<file path="config.mk">
export PLATFORM = sky130hd
export DESIGN_NAME = phase_counter
export DESIGN_NICKNAME = d
export VERILOG_FILES = /design/src/rtl/traffic_pkg.sv /design/src/rtl/reload_downcounter.sv /design/src/rtl/phase_counter.sv
export SDC_FILE = /design/constraint.sdc
export NUM_CORES = 1
export LEC_CHECK = 0
export BUFFER_PORTS_ARGS = -buffer_cell sky130_fd_sc_hd__buf_2
export CORE_AREA = 10 10 75 61
export CTS_BUF_LIST = sky130_fd_sc_hd__clkbuf_8
export CTS_CLUSTER_SIZE = 30
export DETAILED_ROUTE_END_ITERATION = 16
export DIE_AREA = 0 0 85 71
export GPL_ROUTABILITY_DRIVEN = 0
export PLACE_DENSITY = 0.67
export SETUP_SLACK_MARGIN = 0.1
export SLEW_MARGIN = 0
export SYNTH_ARGS = -nofsm -noshare
export SYNTH_HDL_FRONTEND = slang
export SYNTH_SLANG_ARGS = --single-unit
</file>
<file path="constraint.sdc">
create_clock -name clk -period 7.8 [get_ports clk]
set_clock_uncertainty 0.15 [all_clocks]
set_input_delay 1.17 -clock clk [delete_from_list [all_inputs] [get_ports clk]]
set_output_delay 1.17 -clock clk [all_outputs]
set_load 0.01 [all_outputs]
</file>
<file path="src/rtl/traffic_pkg.sv">
// rtl/traffic_pkg.sv - shared phase encodings, default durations, state enum and duration helper
package traffic_pkg;

    localparam int PH_GREEN  = 0;
    localparam int PH_YELLOW = 1;
    localparam int PH_RED    = 2;

    localparam int DEF_GREEN  = 5;
    localparam int DEF_YELLOW = 2;
    localparam int DEF_RED    = 3;

    // Widest duration the helper handles; callers zero-extend into it.
    localparam int DUR_MAX_W = 32;

    typedef enum logic {
        IDLE = 1'b0,
        RUN  = 1'b1
    } state_t;

    // A programmed duration of 0 behaves as 1 cycle so the counter never underflows.
    function automatic logic [DUR_MAX_W-1:0] eff(input logic [DUR_MAX_W-1:0] d);
        return (d == '0) ? DUR_MAX_W'(1) : d;
    endfunction

endpackage

</file>
<file path="src/rtl/reload_downcounter.sv">
// rtl/reload_downcounter.sv - reloadable down-counter that saturates at zero
module reload_downcounter #(
    parameter int WIDTH = 8
) (
    input  logic             clk,
    input  logic             reset,
    input  logic             load,
    input  logic [WIDTH-1:0] load_val,
    input  logic             enable,
    output logic [WIDTH-1:0] count,
    output logic             zero
);

    always_ff @(posedge clk or posedge reset) begin
        if (reset) begin
            count <= '0;
        end else if (load) begin
            count <= load_val;
        end else if (enable && (count != '0)) begin
            count <= count - 1'b1;
        end
    end

    assign zero = (count == '0);

endmodule

</file>
<file path="src/rtl/phase_counter.sv">
// rtl/phase_counter.sv - multi-phase terminal-count timer with tick/done pulses
module phase_counter
    import traffic_pkg::*;
#(
    parameter  int WIDTH      = 8,
    parameter  int NUM_PHASES = 3,
    localparam int PW         = (NUM_PHASES > 1) ? $clog2(NUM_PHASES) : 1
) (
    input  logic                        clk,
    input  logic                        reset,
    input  logic                        start,
    input  logic                        enable,
    input  logic                        loop_mode,
    input  logic [NUM_PHASES*WIDTH-1:0] durations,
    output logic [PW-1:0]               phase,
    output logic [WIDTH-1:0]            count,
    output logic                        busy,
    output logic                        phase_tick,
    output logic                        seq_done
);

    localparam logic [PW-1:0] LAST_PHASE  = PW'(NUM_PHASES - 1);
    localparam logic [PW-1:0] FIRST_PHASE = PW'(PH_GREEN);

    state_t           state, state_nxt;
    logic [PW-1:0]    phase_nxt;
    logic [PW-1:0]    next_idx;
    logic             busy_nxt, tick_nxt, done_nxt;
    logic             cnt_load, cnt_en, cnt_zero;
    logic [WIDTH-1:0] cnt_load_val;
    logic [WIDTH-1:0] first_val, next_val;

    // The phase after the last one is phase 0, so advance and wrap share one load value.
    assign next_idx  = (phase == LAST_PHASE) ? FIRST_PHASE : phase + 1'b1;
    assign first_val = WIDTH'(eff(DUR_MAX_W'(durations[0 +: WIDTH])) - 1'b1);
    assign next_val  = WIDTH'(eff(DUR_MAX_W'(durations[next_idx*WIDTH +: WIDTH])) - 1'b1);

    reload_downcounter #(
        .WIDTH(WIDTH)
    ) u_cnt (
        .clk     (clk),
        .reset   (reset),
        .load    (cnt_load),
        .load_val(cnt_load_val),
        .enable  (cnt_en),
        .count   (count),
        .zero    (cnt_zero)
    );

    always_ff @(posedge clk or posedge reset) begin
        if (reset) begin
            state      <= IDLE;
            phase      <= '0;
            busy       <= 1'b0;
            phase_tick <= 1'b0;
            seq_done   <= 1'b0;
        end else begin
            state      <= state_nxt;
            phase      <= phase_nxt;
            busy       <= busy_nxt;
            phase_tick <= tick_nxt;
            seq_done   <= done_nxt;
        end
    end

    always_comb begin
        state_nxt    = state;
        phase_nxt    = phase;
        busy_nxt     = busy;
        tick_nxt     = 1'b0;
        done_nxt     = 1'b0;
        cnt_load     = 1'b0;
        cnt_load_val = '0;
        cnt_en       = 1'b0;

        // start wins over pause and terminal count in both states.
        if (start) begin
            state_nxt    = RUN;
            phase_nxt    = FIRST_PHASE;
            busy_nxt     = 1'b1;
            cnt_load     = 1'b1;
            cnt_load_val = first_val;
        end else if (state == RUN && enable) begin
            if (!cnt_zero) begin
                cnt_en = 1'b1;
            end else begin
                tick_nxt = 1'b1;
                if (phase != LAST_PHASE) begin
                    phase_nxt    = next_idx;
                    cnt_load     = 1'b1;
                    cnt_load_val = next_val;
                end else begin
                    done_nxt  = 1'b1;
                    phase_nxt = FIRST_PHASE;
                    cnt_load  = 1'b1;
                    if (loop_mode) begin
                        cnt_load_val = next_val;
                    end else begin
                        state_nxt    = IDLE;
                        busy_nxt     = 1'b0;
                        cnt_load_val = '0;
                    end
                end
            end
        end
    end

endmodule
</file>
Word-level counts from Yosys, hierarchy flattened
Index checks and enable logic that the tools add are counted.
Widths: inputs -> output; s select.

word-level totals
  flip-flop bits (word level) = 13
  bits in latches = 0
  memory bits (writable) = 0
  ROM bits = 0
  input port bits = 29
  output and inout bits = 13
  logic and storage cells = 55
  memories kept = 0

cells by class
  $add $sub $neg = 4
  multipliers = 0
  div/mod/pow operators = 0
  magnitude comparators = 0
  eq/ne operators = 4
  shift-type cells = 1
  muxes and demuxes = 30
  bitwise gates (word level) = 0
  reductions and logical operators = 11

operators by type and width
  cell                 count
  $mux 8               9
  $logic_not 8->1      3
  $shiftx 24x6->8      1
  $sub 8x1->8 const B  3
  $mux 1               16
  $mux 2               5
  $reduce_bool 8->1    1
  $ne 2x2->1 const B   3
  $reduce_bool 2->1    3
  $reduce_and 4->1     1
  $add 2x1->2 const B  1
  $eq 2x2->1 const B   1
  $logic_and 1x1->1    2
  $reduce_and 2->1     1

Logic depth before layout (Yosys ltp)
Gate-level depths: netlist (run 1).

  depth after elaboration = 12
  gate-level depth with buffers = 12
  mapped depth without buffers = 10

By module
A second synthesis (run 1) with hierarchy kept.

unflattened totals
  cells, all modules = 156
  area, all modules = 1317.5 um2

modules (own cells, without submodules)
  module              instances  cells each  area an instance (um2)  seq. area each (um2)
  phase_counter       1          103         822.0                   125.1
  reload_downcounter  1          53          495.5                   200.2

Worst setup path after synthesis (run 1)
Ideal clock, no wire load.

  path type = input -> register
  start point = in durations[20]
  end point = reg u_cnt.count[1]
  setup time = 80 ps
  arrival = 2894 ps
  data required time = 7570 ps
  path slack = 4676 ps
  stages on the path = 7
  buffers on the path = 0
  path through = mux2i_1 > o21ai_0 > or4_4 > o21ba_2 > ha_1 > o31ai_1 > a2bb2oi_1

on the way
  word-level cells in the longest chain between the ends = 10

ends and longest elaborated chain
  item                    RTL line                  text
  start: declaration      phase_counter.sv:14       input logic [NUM_PHASES*WIDTH-1:0] durations,
  $shiftx 24x6->8 (*)     phase_counter.sv:36       assign next_val = WIDTH'(eff(DUR_MAX_W'(durations[next_idx*WIDTH +: WIDTH])) - 1'b1);
  $logic_not 8->1 (*)     traffic_pkg.sv:22         return (d == '0) ? DUR_MAX_W'(1) : d;
  $mux 8 (*)              traffic_pkg.sv:22
  $sub 8x1->8 (*)         phase_counter.sv:36
  $mux 8                  phase_counter.sv:96       if (loop_mode) begin
  $mux 8 (*)              phase_counter.sv:88       if (phase != LAST_PHASE) begin
  $mux 8 (*)              phase_counter.sv:84       if (!cnt_zero) begin
  $mux 8 (*)              phase_counter.sv:83       end else if (state == RUN && enable) begin
  $mux 8 (*)              phase_counter.sv:77       if (start) begin
  $mux 8 (*)              reload_downcounter.sv:17  end else if (load) begin
  end signal: assignment  reload_downcounter.sv:18  count <= load_val;
  end signal: assignment  reload_downcounter.sv:20  count <= count - 1'b1;
  end: declaration        reload_downcounter.sv:10  output logic [WIDTH-1:0] count,

Mark *: on every way between the ends. The rest lies on a longest branch, timed or not.
A chain may end at the register's enable or synchronous reset.

Worst setup path after layout (run 1)
Ends and elaborated chain as after synthesis.

==> out/metrics.csv, run 1 <==
stage;metric;value;unit
run_status;status;complete, no violations;
placement;place_ws;4310;ps
power_and_ir_drop;leakage;0.615;nW
cts;cts.reportedPaths.clkPinSlew;60;ps
sta;setup_viol;0;
logic_synthesis;syn-mean-instance-area;8.03;µm²
sta;grt_setup_unrepaired;no;
placement;port-buffer-count;41;
worst_setup_path;crit_type;in -> reg;
placement;dp_hpwl;3.02;mm
route;ant_nets;0;
cts;cts_setup_buffers;0;
global_route;grt-ovfl-total;0;
die;row_count;18;
cts;numCtsBuffers;3;
cts;clock-sinks;13;
layout;nets;223;
sta;setup_tns;0;ps
worst_setup_path;cp-start-kind;input pin;
power_and_ir_drop;combPwrFrac;0.316;
power_and_ir_drop;seqPwrFrac;0.393;
sta;hold_violations;0;
layout;syn_to_final_growth;20.8;%
power_and_ir_drop;swShare;0.342;
global_route;antenna_found_initial;0;
logic_synthesis;synth_area;0.00122;mm²
global_route;grt_use_total;0.124;
power_and_ir_drop;p_sw;0.0713;mW
cts;cts_htree_levels;1;
die;initial_utilization;0.384;
worst_setup_path;crit_path_end_kind;flip-flop;
power_and_ir_drop;vdd_drop_max;0.0637;mV
power_and_ir_drop;powerDensity;141;mW/mm²
global_route;grt_pass1_vias;1250;
sta;max_slew_margin;0.547;
route;num_vias;1303;
logic_synthesis;synthTopCellsByCount;dfrtp_1, nand2_1, nor2_1, o21ai_0, inv_1;
logic_synthesis;yosysWarnings;0;
logic_synthesis;yosys.area.top_type_share;0.267;
logic_synthesis;synth_edf_count;0;
power_and_ir_drop;power_frac_clock;0.291;
cts;clockBufferDepth;2;
logic_synthesis;ys.flop_type;dfrtp_1;
cts;cts_tree;done;
flow_run;drv_cap;0;
worst_setup_path;worstPathArrival;3260;ps
layout;fin_cells;230;
global_route;grt_max_degree;23;
worst_setup_path;crit_chain;buf_2, mux2i_1, o21ai_0, or4_4, o21ba_2, ha_1, o31ai_1, a2bb2oi_1;
power_and_ir_drop;p_total;0.208;mW
worst_setup_path;crit_slowest_cell;or4_4;
sta;period_needed;3240;ps
cts;cts_resized;0;
sta;holdWs;416;ps
logic_synthesis;ys_ff_latch;13;
global_route;grt_first_pass_wirelength;6.24;mm
worst_setup_path;cp_top_family;compound AO/OA/AOI/OAI gates;
die;core;0.00318;mm²
die;fp.dieArea;0.00604;mm²
sta;slew_violations;0;
worst_setup_path;critPathRequiredTime;7820;ps
sta;layout_setup_ws;4560;ps
die;die_h;71;µm
sta;period_share;0.416;
sta;achievable-frequency;308;MHz
route;firstDrtPassIters;5;
power_and_ir_drop;p_int;0.137;mW
route;drc_errors;0;
logic_synthesis;yosys.area.top_type;dfrtp_1;
logic_synthesis;yosysSeqAreaShare;0.267;
logic_synthesis;synthesis.instances;152;
logic_synthesis;netlist_top_cells_area;dfrtp_1, mux2i_1, o21ai_0;
route;first_iter_violations;78;
placement;dp_cells;226;
logic_synthesis;synthArstFlopShare;1.00;
die;io-pin-count;42;
cts;cts-root-buf;clkbuf_8;
route;wl_per_cell;16.3;µm
sta;worst_pin_slew;673;ps
route;viasPerCell;5.67;
logic_synthesis;synth_cell_types;50;
logic_synthesis;syn-num-nets;184;
worst_setup_path;cpPeakStageDelay;630;ps
layout;drive_gt1_frac;0.263;
worst_setup_path;cp_num_buf_inv;1;
layout;diodes;0;
worst_hold_path;hp-class;reg -> reg;
route;wirelength;3.74;mm
worst_setup_path;crit_fanout;6;
cts;postCtsHoldBufs;0;
cts;clk_latency;250;ps
die;die_w;85;µm
final cells by class:
cell class / count / area (µm²)
fill: 328 / 1700
multi-input combinational: 122 / 811
sequential: 13 / 325
timing repair buffer: 41 / 205
tap: 40 / 50.0
clock buffer: 3 / 41.3
inverter: 10 / 37.5
clock inverter: 1 / 3.75
power groups by stage:
| stage | clock network (mW) | logic, mW | registers, mW |
|---|---|---|---|
| global placement | 0 | 0.0653 | 0.0829 |
| CTS | 0.0609 | 0.0661 | 0.0816 |
| finish | 0.0606 | 0.0659 | 0.0818 |
| floorplan | 0 | 0.0375 | 0.0845 |
| detailed placement | 0 | 0.0657 | 0.0828 |
| global route | 0.0650 | 0.0737 | 0.0833 |
per-layer routing:
layer	wire (µm)	track usage	vias up
li1	-	-	648
met5	0	0	-
met3	291	0.0309	4
met4	55	0.0493	0
met1	1770	0.166	595
met2	1630	0.185	56
sequential cells by signal, indices dropped and copies added (netlist names):
name and cells:
phase 2, phase_tick 1, seq_done 1, state 1, u_cnt.count 8
per-stage QoR:
stage	instance area, µm²	utilization
finish	1470	0.464
global route	1470	0.464
CTS	1470	0.464
detailed placement	1430	0.450
global placement	1430	0.450
floorplan	1220	-
worst register-to-register path, stage by stage (launching register included):
cell and delay [ps]:
dfrtp_1 710, mux2i_1 270, o21ai_0 210, or4_4 640, o21ba_2 240, ha_1 290
o31ai_1 280, a2bb2oi_1 190
path summary, 6_finish.rpt:
| kind | from | end | slack [ps] | depth (start not counted) |
|---|---|---|---|---|
| hold reg to reg | u_cnt.count[1] | u_cnt.count[1] | 420 | 2 |
| setup reg to reg | phase[0] | u_cnt.count[1] | 4740 | 7 |
| max in group asynchronous | reset | phase_tick | 6360 | 2 |
| min in group asynchronous | reset | u_cnt.count[1] | 800 | 2 |
| setup / recovery | durations[20] | u_cnt.count[1] | 4560 | 8 |
| hold / removal | u_cnt.count[1] | u_cnt.count[1] | 420 | 2 |
cells by family (layout without fill, tap and decap cells):
logic type,after synthesis,after routing,synth area share
muxes,10,10,0.0831
DFF,13,13,0.267
adders and majority gates,3,3,0.0308
buffers and inverters,17,55,0.0687
xor gates and xnor gates,5,5,0.0359
and+or+nand+nor,59,59,0.262
AOI/OAI and AO/OA,45,45,0.253
cell usage in the layout (no fill, tap or decap), types with 2 or more instances in the layout:
| cell type | instances |
|---|---|
| ha_1 | 3 |
| xor2_1 | 2 |
| buf_2 | 41 |
| nor2_1 | 11 |
| o21ai_0 | 11 |
| o311ai_0 | 3 |
| mux2i_1 | 9 |
| a31oi_1 | 2 |
| nand3_1 | 6 |
| or4_1 | 3 |
| or3_1 | 6 |
| dfrtp_1 | 13 |
| xnor2_1 | 3 |
| inv_1 | 11 |
| a311oi_1 | 2 |
| nor3_1 | 8 |
| clkbuf_8 | 3 |
| nor3b_1 | 3 |
| a21oi_1 | 9 |
| nand2_1 | 13 |
Note: power is estimated with default switching activity, not from simulation.
==> run 2: changes to the inputs <==
--- a/config.mk
+++ b/config.mk
@@ -5,12 +5,13 @@
 export SDC_FILE = /design/constraint.sdc
 export NUM_CORES = 1
 export LEC_CHECK = 0
+export ABC_AREA = 1
 export BUFFER_PORTS_ARGS = -buffer_cell sky130_fd_sc_hd__buf_2
-export CORE_AREA = 10 10 75 61
+export CORE_AREA = 10 10 79 64
 export CTS_BUF_LIST = sky130_fd_sc_hd__clkbuf_8
 export CTS_CLUSTER_SIZE = 30
 export DETAILED_ROUTE_END_ITERATION = 16
-export DIE_AREA = 0 0 85 71
+export DIE_AREA = 0 0 89 74
 export GPL_ROUTABILITY_DRIVEN = 0
 export PLACE_DENSITY = 0.67
 export SETUP_SLACK_MARGIN = 0.1
==> constraint.sdc (replaced) <==
create_clock -name clk -period 2.9 [get_ports clk]
set_clock_uncertainty 0.15 [all_clocks]
set_input_delay 0.435 -clock clk [delete_from_list [all_inputs] [get_ports clk]]
set_output_delay 0.435 -clock clk [all_outputs]
set_load 0.01 [all_outputs]
==> run 2 against run 1 <==
Hold slack worse by 350 ps. Area after synthesis up 11%. Via count increased by 17%. Power grew to 2.9 times the previous value. Sequential power rose to 2.7 times the previous value.
==> out/metrics.csv, run 2 <==
stage;metric;value;unit;change
route;first_iter_violations;124;;+59%
route;viasPerCell;4.84;;-15%
logic_synthesis;ys.flop_type;dfrtp_1;;
layout;syn_to_final_growth;22.0;%;
cts;cts_htree_levels;1;;unchanged
power_and_ir_drop;vdd_drop_max;0.213;mV;+230%
logic_synthesis;yosys.area.top_type;dfrtp_1;;
worst_setup_path;crit-reg2reg-launch;phase[1];;
sta;period_needed;2480;ps;
die;initial_utilization;0.383;;-0.00126
logic_synthesis;synthTopCellsByCount;nand2_1, inv_1, nor2_1;;
worst_setup_path;crit_fanout;13;;+7
worst_setup_path;r2r_end;u_cnt.count[2];;
route;ant_nets;0;;unchanged
worst_setup_path;worstPathArrival;2460;ps;-800 ps
power_and_ir_drop;leakage;0.930;nW;+51%
cts;clk_latency;250;ps;about the same
sta;hold_violations;0;;unchanged
logic_synthesis;synth_most_common_cell;nand2_1;;
global_route;grt_max_degree;14;;-39%
layout;nets;305;;+37%
placement;port-buffer-count;41;;unchanged
cts;clockBufferDepth;2;;unchanged
global_route;grt_first_pass_wirelength;7.04;mm;+13%
cts;cts-root-buf;clkbuf_8;;
route;firstDrtPassIters;4;;-1
global_route;antenna_found_initial;0;;unchanged
layout;top_regs;u_cnt.count (8), phase (2);;
layout;layout_commonest_cell;nand2_1;;
logic_synthesis;syn-num-nets;260;;+41%
logic_synthesis;ys_ff_latch;13;;unchanged
logic_synthesis;syn-mean-instance-area;5.95;µm²;-26%
placement;dp_cells;310;;+37%
global_route;grt_pass1_vias;1532;;+23%
logic_synthesis;synth_area;0.00136;mm²;+11%
power_and_ir_drop;powerDensity;363;mW/mm²;+160%
cts;cts_resized;0;;unchanged
route;wirelength;4.03;mm;+7.6%
logic_synthesis;netlist_top_cells_area;dfrtp_1, nand2_1, inv_1;;
sta;worst_pin_slew;544;ps;-129 ps
sta;max_slew_margin;0.637;;+0.0904
die;die_w;89;µm;+4.7%
global_route;grt-ovfl-total;0;;unchanged
flow_run;drv_cap;0;;unchanged
route;wl_per_cell;12.8;µm;-21%
layout;drive_gt1_frac;0.246;;-0.0168
die;io-pin-count;42;;unchanged
sta;achievable-frequency;403;MHz;
sta;period_share;0.855;;
die;fp.dieArea;0.00659;mm²;+9.1%
logic_synthesis;synthArstFlopShare;1.00;;unchanged
route;num_vias;1520;;+17%
worst_setup_path;regToRegSetupSlack;420;ps;-4320 ps
worst_setup_path;crit_path_end_kind;flip-flop;;
worst_setup_path;cp-start-kind;flip-flop;;
layout;final_cell_mix;nand2_1, buf_2, inv_1;;
logic_synthesis;synth_edf_count;0;;unchanged
logic_synthesis;yosys.area.top_type_share;0.240;;-0.0268
cts;postCtsHoldBufs;0;;unchanged
cts;cts_tree;done;;
sta;setup_tns;0;ps;unchanged
worst_setup_path;crit_type;reg -> reg;;
sta;grt_setup_unrepaired;no;;
worst_hold_path;hp-class;in -> async;;
logic_synthesis;synthesis.instances;228;;+50%
cts;numCtsBuffers;3;;unchanged
worst_setup_path;rr_worst_depth;12;;+5
die;core;0.00354;mm²;+12%
sta;layout_setup_ws;420;ps;-4140 ps
worst_setup_path;critPathRequiredTime;2880;ps;-4940 ps
placement;dp_hpwl;3.43;mm;+13%
global_route;grt_use_total;0.132;;+0.00841
layout;fin_cells;314;;+37%
die;die_h;74;µm;+4.2%
cts;cts.reportedPaths.clkPinSlew;60;ps;about the same
die;row_count;19;;+1
cts;clock-sinks;13;;unchanged
logic_synthesis;yosysSeqAreaShare;0.240;;-0.0268
placement;place_ws;453;ps;-3860 ps
layout;diodes;0;;unchanged
route;drc_errors;0;;unchanged
sta;slew_violations;0;;unchanged
logic_synthesis;synth_cell_types;30;;-40%
run_status;status;complete, no violations;;
cts;cts_setup_buffers;0;;unchanged
layout;largest_register;u_cnt.count;;
layout;post-route-util;0.467;;+0.00318
layout;largest_register_ffs;8;;unchanged
logic_synthesis;yosysWarnings;0;;unchanged
sta;setup_viol;0;;unchanged
-- run 2: cell count changes in the layout (fill, tap and decap cells not counted), moves of 5 or more --
cell     change
nand2_1     +56
inv_1       +25
nor2_1      +11
mux2i_1      -9
nand3_1      +9
nand4_1      +6
nor2_2       +6
or3_1        -6
inv_2        +5
nor3_1       -5
-- run 2: layout make-up --
type	instances	area, µm²
fill	384	1890
multi-input combinational	172	868
sequential	13	325
timing repair buffer	41	205
inverter	42	158
tap	42	52.6
clock buffer	3	41.3
clock inverter	1	5.00
-- run 2: worst max path at each step --
stage             start        endpoint  slack (ps)  depth (start not counted)
6_report       phase[1]  u_cnt.count[2]         420                         12
2_1_floorplan  phase[1]  u_cnt.count[2]         850                         12
4_1_cts        phase[1]  u_cnt.count[2]         430                         12
5_1_grt        phase[1]  u_cnt.count[2]         210                         12
3_5_place_dp   phase[1]  u_cnt.count[2]         450                         12
3_3_place_gp   phase[1]  u_cnt.count[2]         510                         12
-- run 2: stage by stage --
step	total power [mW]	cell area (µm²)	hold slack [ps]
final	0.601	1660	69.8
after global routing	0.654	1660	125
after CTS	0.606	1660	81.3
after detailed placement	0.437	1610	347
after global placement	0.436	1610	339
after floorplan	0.362	1360	162
-- run 2: logic make-up after synthesis --
logic type | after synthesis | synth area share
and+or+nand+nor | 132 | 0.438
buffers and inverters | 43 | 0.120
AOI/OAI and AO/OA | 29 | 0.123
DFF | 13 | 0.240
xor gates and xnor gates | 8 | 0.0517
adders and majority gates | 3 | 0.0277
-- run 2: critical path: stages (launching register included) --
cell      delay [ps]
dfrtp_1          600
inv_2            110
nand2_1          200
nor2_1            80
nor2_2           190
nand2_2           90
nor2_2           130
a21boi_2          80
ha_1             230
xnor2_1          180
nor2_1            70
nor4_1           170
nor2_1            70
-- run 2: layer usage --
layer  wire length, µm  track usage
met1              2080        0.188
met2              1610        0.188
met3               311       0.0502
met4                23       0.0211
met5                 0            0
-- run 2: report_power, final --
group,leakage (nW),internal (mW),switching (mW)
Sequential,0.161,0.201,0.0216
Combinational,0.744,0.0859,0.125
Clock,0.0255,0.0951,0.0720
==> run 3: changes to the inputs <==
--- a/config.mk
+++ b/config.mk
@@ -5,15 +5,14 @@
 export SDC_FILE = /design/constraint.sdc
 export NUM_CORES = 1
 export LEC_CHECK = 0
-export ABC_AREA = 1
 export BUFFER_PORTS_ARGS = -buffer_cell sky130_fd_sc_hd__buf_2
-export CORE_AREA = 10 10 79 64
+export CORE_AREA = 10 10 75 61
 export CTS_BUF_LIST = sky130_fd_sc_hd__clkbuf_8
 export CTS_CLUSTER_SIZE = 30
 export DETAILED_ROUTE_END_ITERATION = 16
-export DIE_AREA = 0 0 89 74
+export DIE_AREA = 0 0 85 71
 export GPL_ROUTABILITY_DRIVEN = 0
-export PLACE_DENSITY = 0.67
+export PLACE_DENSITY = 0.69
 export SETUP_SLACK_MARGIN = 0.1
 export SLEW_MARGIN = 0
 export SYNTH_ARGS = -nofsm -noshare
==> run 3 against run 2 <==
Sequential cell count stayed put. Critical path depth is 3 lower. Combinational power is 12% lower. First-iteration DRC count is 16% higher. Power is 5.7% lower. Sequential power is 2% lower. Routed wire length is 6.5% lower. Global-route usage is 0.97 points lower. Design area is 7.2% lower. Via count is 11% lower. Utilization is 1.7 points higher. Worst setup slack worse by 100 ps.
==> out/metrics.csv, run 3 (synthesized netlist as in run 1, its figures left out) <==
stage;metric;value;unit;change
flow_run;drv_cap;0;;unchanged
layout;syn_to_final_growth;25.9;%;
cts;clk_latency;240;ps;about the same
power_and_ir_drop;vdd_drop_max;0.175;mV;-18%
layout;multi_input_area;811;µm²;-6.6%
worst_setup_path;worstPathArrival;2540;ps;+80 ps
cts;cts_htree_levels;1;;unchanged
cts;clockBufferDepth;2;;unchanged
placement;dp_hpwl;3.12;mm;-9.0%
sta;setup_tns;0;ps;unchanged
route;wl_per_cell;15.8;µm;+23%
global_route;grt_first_pass_wirelength;6.22;mm;-12%
global_route;grt_use_total;0.123;;-0.00970
die;initial_utilization;0.384;;+0.00126
worst_setup_path;cp_top_family;simple AND/OR/NAND/NOR gates;;
worst_setup_path;crit_top_cell;mux2i_1;;
die;core;0.00318;mm²;-10%
worst_setup_path;crit_start;phase[0];;
global_route;grt-ovfl-total;0;;unchanged
sta;period_share;0.891;;+0.0356
sta;setup_viol;0;;unchanged
layout;layout_commonest_cell;buf_2;;
worst_hold_path;hp-class;in -> async;;
sta;max_slew_margin;0.545;;-0.0923
die;die_h;71;µm;-4.1%
worst_setup_path;crit-reg2reg-launch;phase[0];;
sta;achievable-frequency;387;MHz;-4.0%
cts;cts.reportedPaths.clkPinSlew;60;ps;about the same
global_route;grt_max_degree;19;;+5
cts;numCtsBuffers;3;;unchanged
die;io-pin-count;42;;unchanged
cts;cts-root-buf;clkbuf_8;;
route;num_vias;1348;;-11%
layout;final_cell_mix;buf_2, nand2_1;;
route;viasPerCell;5.66;;+17%
worst_setup_path;cp_num_buf_inv;1;;unchanged
global_route;grt_pass1_vias;1288;;-16%
layout;nets;231;;-24%
global_route;antenna_found_initial;0;;unchanged
layout;regArea;328;µm²;+0.77%
sta;grt_setup_unrepaired;no;;
cts;postCtsHoldBufs;0;;unchanged
layout;fillCellCount;321;;-16%
sta;worst_pin_slew;683;ps;+139 ps
sta;hold_violations;0;;unchanged
layout;top_regs;u_cnt.count (8), phase (2);;
worst_setup_path;crit_path_end_kind;flip-flop;;
route;firstDrtPassIters;5;;+1
worst_setup_path;crit_fanout;11;;-2
die;fp.dieArea;0.00604;mm²;-8.4%
worst_setup_path;cp-start-kind;flip-flop;;
sta;period_needed;2580;ps;+103 ps
sta;holdWs;67.4;ps;-2.42 ps
cts;clock-sinks;13;;unchanged
worst_setup_path;crit_chain;mux2i_1, o21ai_0, or4_4, o21ba_2, ha_1, inv_1, nor3_1, mux2i_1, o221ai_1;;
worst_setup_path;crit_type;reg -> reg;;
die;row_count;18;;-1
cts;cts_tree;done;;
worst_setup_path;critPathRequiredTime;2860;ps;-20 ps
worst_setup_path;crit_slowest_cell;or4_4;;
route;first_iter_violations;144;;+16%
layout;largest_register_ffs;8;;unchanged
power_and_ir_drop;leakage;0.652;nW;-30%
cts;cts_setup_buffers;0;;unchanged
route;drc_errors;0;;unchanged
route;wirelength;3.77;mm;-6.5%
layout;diodes;0;;unchanged
worst_setup_path;cpPeakStageDelay;580;ps;-20 ps
layout;drive_gt1_frac;0.303;;+0.0567
sta;slew_violations;0;;unchanged
die;die_w;85;µm;-4.5%
route;ant_nets;0;;unchanged
power_and_ir_drop;powerDensity;369;mW/mm²;+1.6%
layout;largest_register;u_cnt.count;;
placement;port-buffer-count;41;;unchanged
run_status;status;complete, no violations;;
-- run 3: layout make-up --
class | instances | share of cell area
clock inverter | 1 | 0.00244
tap | 40 | 0.0326
inverter | 10 | 0.0244
multi-input combinational | 122 | 0.528
clock buffer | 3 | 0.0269
timing repair buffer | 49 | 0.173
sequential | 13 | 0.213
-- run 3: final timing paths --
path / end / slack [ps] / depth (start not counted)
min in group clk: state / 320 / 3
worst min register to register: u_cnt.count[1] / 420 / 2
worst min-delay path: u_cnt.count[6] / 70 / 2
worst max-delay path: u_cnt.count[4] / 320 / 9
max in group asynchronous: phase[0] / 2150 / 2
worst max register to register: u_cnt.count[4] / 320 / 9
-- run 3: per-layer routing --
metal	vias up	GRT usage	routed length, µm
met1	611	0.171	1780
met4	0	0.0164	17
met5	-	0	0
met3	2	0.0446	393
li1	672	-	-
met2	63	0.179	1580
-- run 3: power by group --
group          leakage [nW]  internal [mW]  switching (mW)  total [mW]
combinational         0.467         0.0815           0.104       0.185
clock                0.0269         0.0936          0.0699       0.164
sequential            0.158          0.199          0.0190       0.218
-- run 3: metrics by stage --
stage	total power, mW	util	setup slack, ps	instances	area, µm²
5_1_grt	0.601	0.484	144	238	1540
2_1_floorplan	0.328	-	339	152	1220
3_3_place_gp	0.405	0.469	284	234	1490
4_1_cts	0.572	0.483	193	238	1530
3_5_place_dp	0.406	0.469	203	234	1490
6_report	0.567	0.484	317	238	1540
-- run 3: repair_timing --
action | CTS | global route
setup endpoints to repair | 0 | 3
endpoints found under the hold margin | 0 | 0
gates resized for setup | 0 | 2
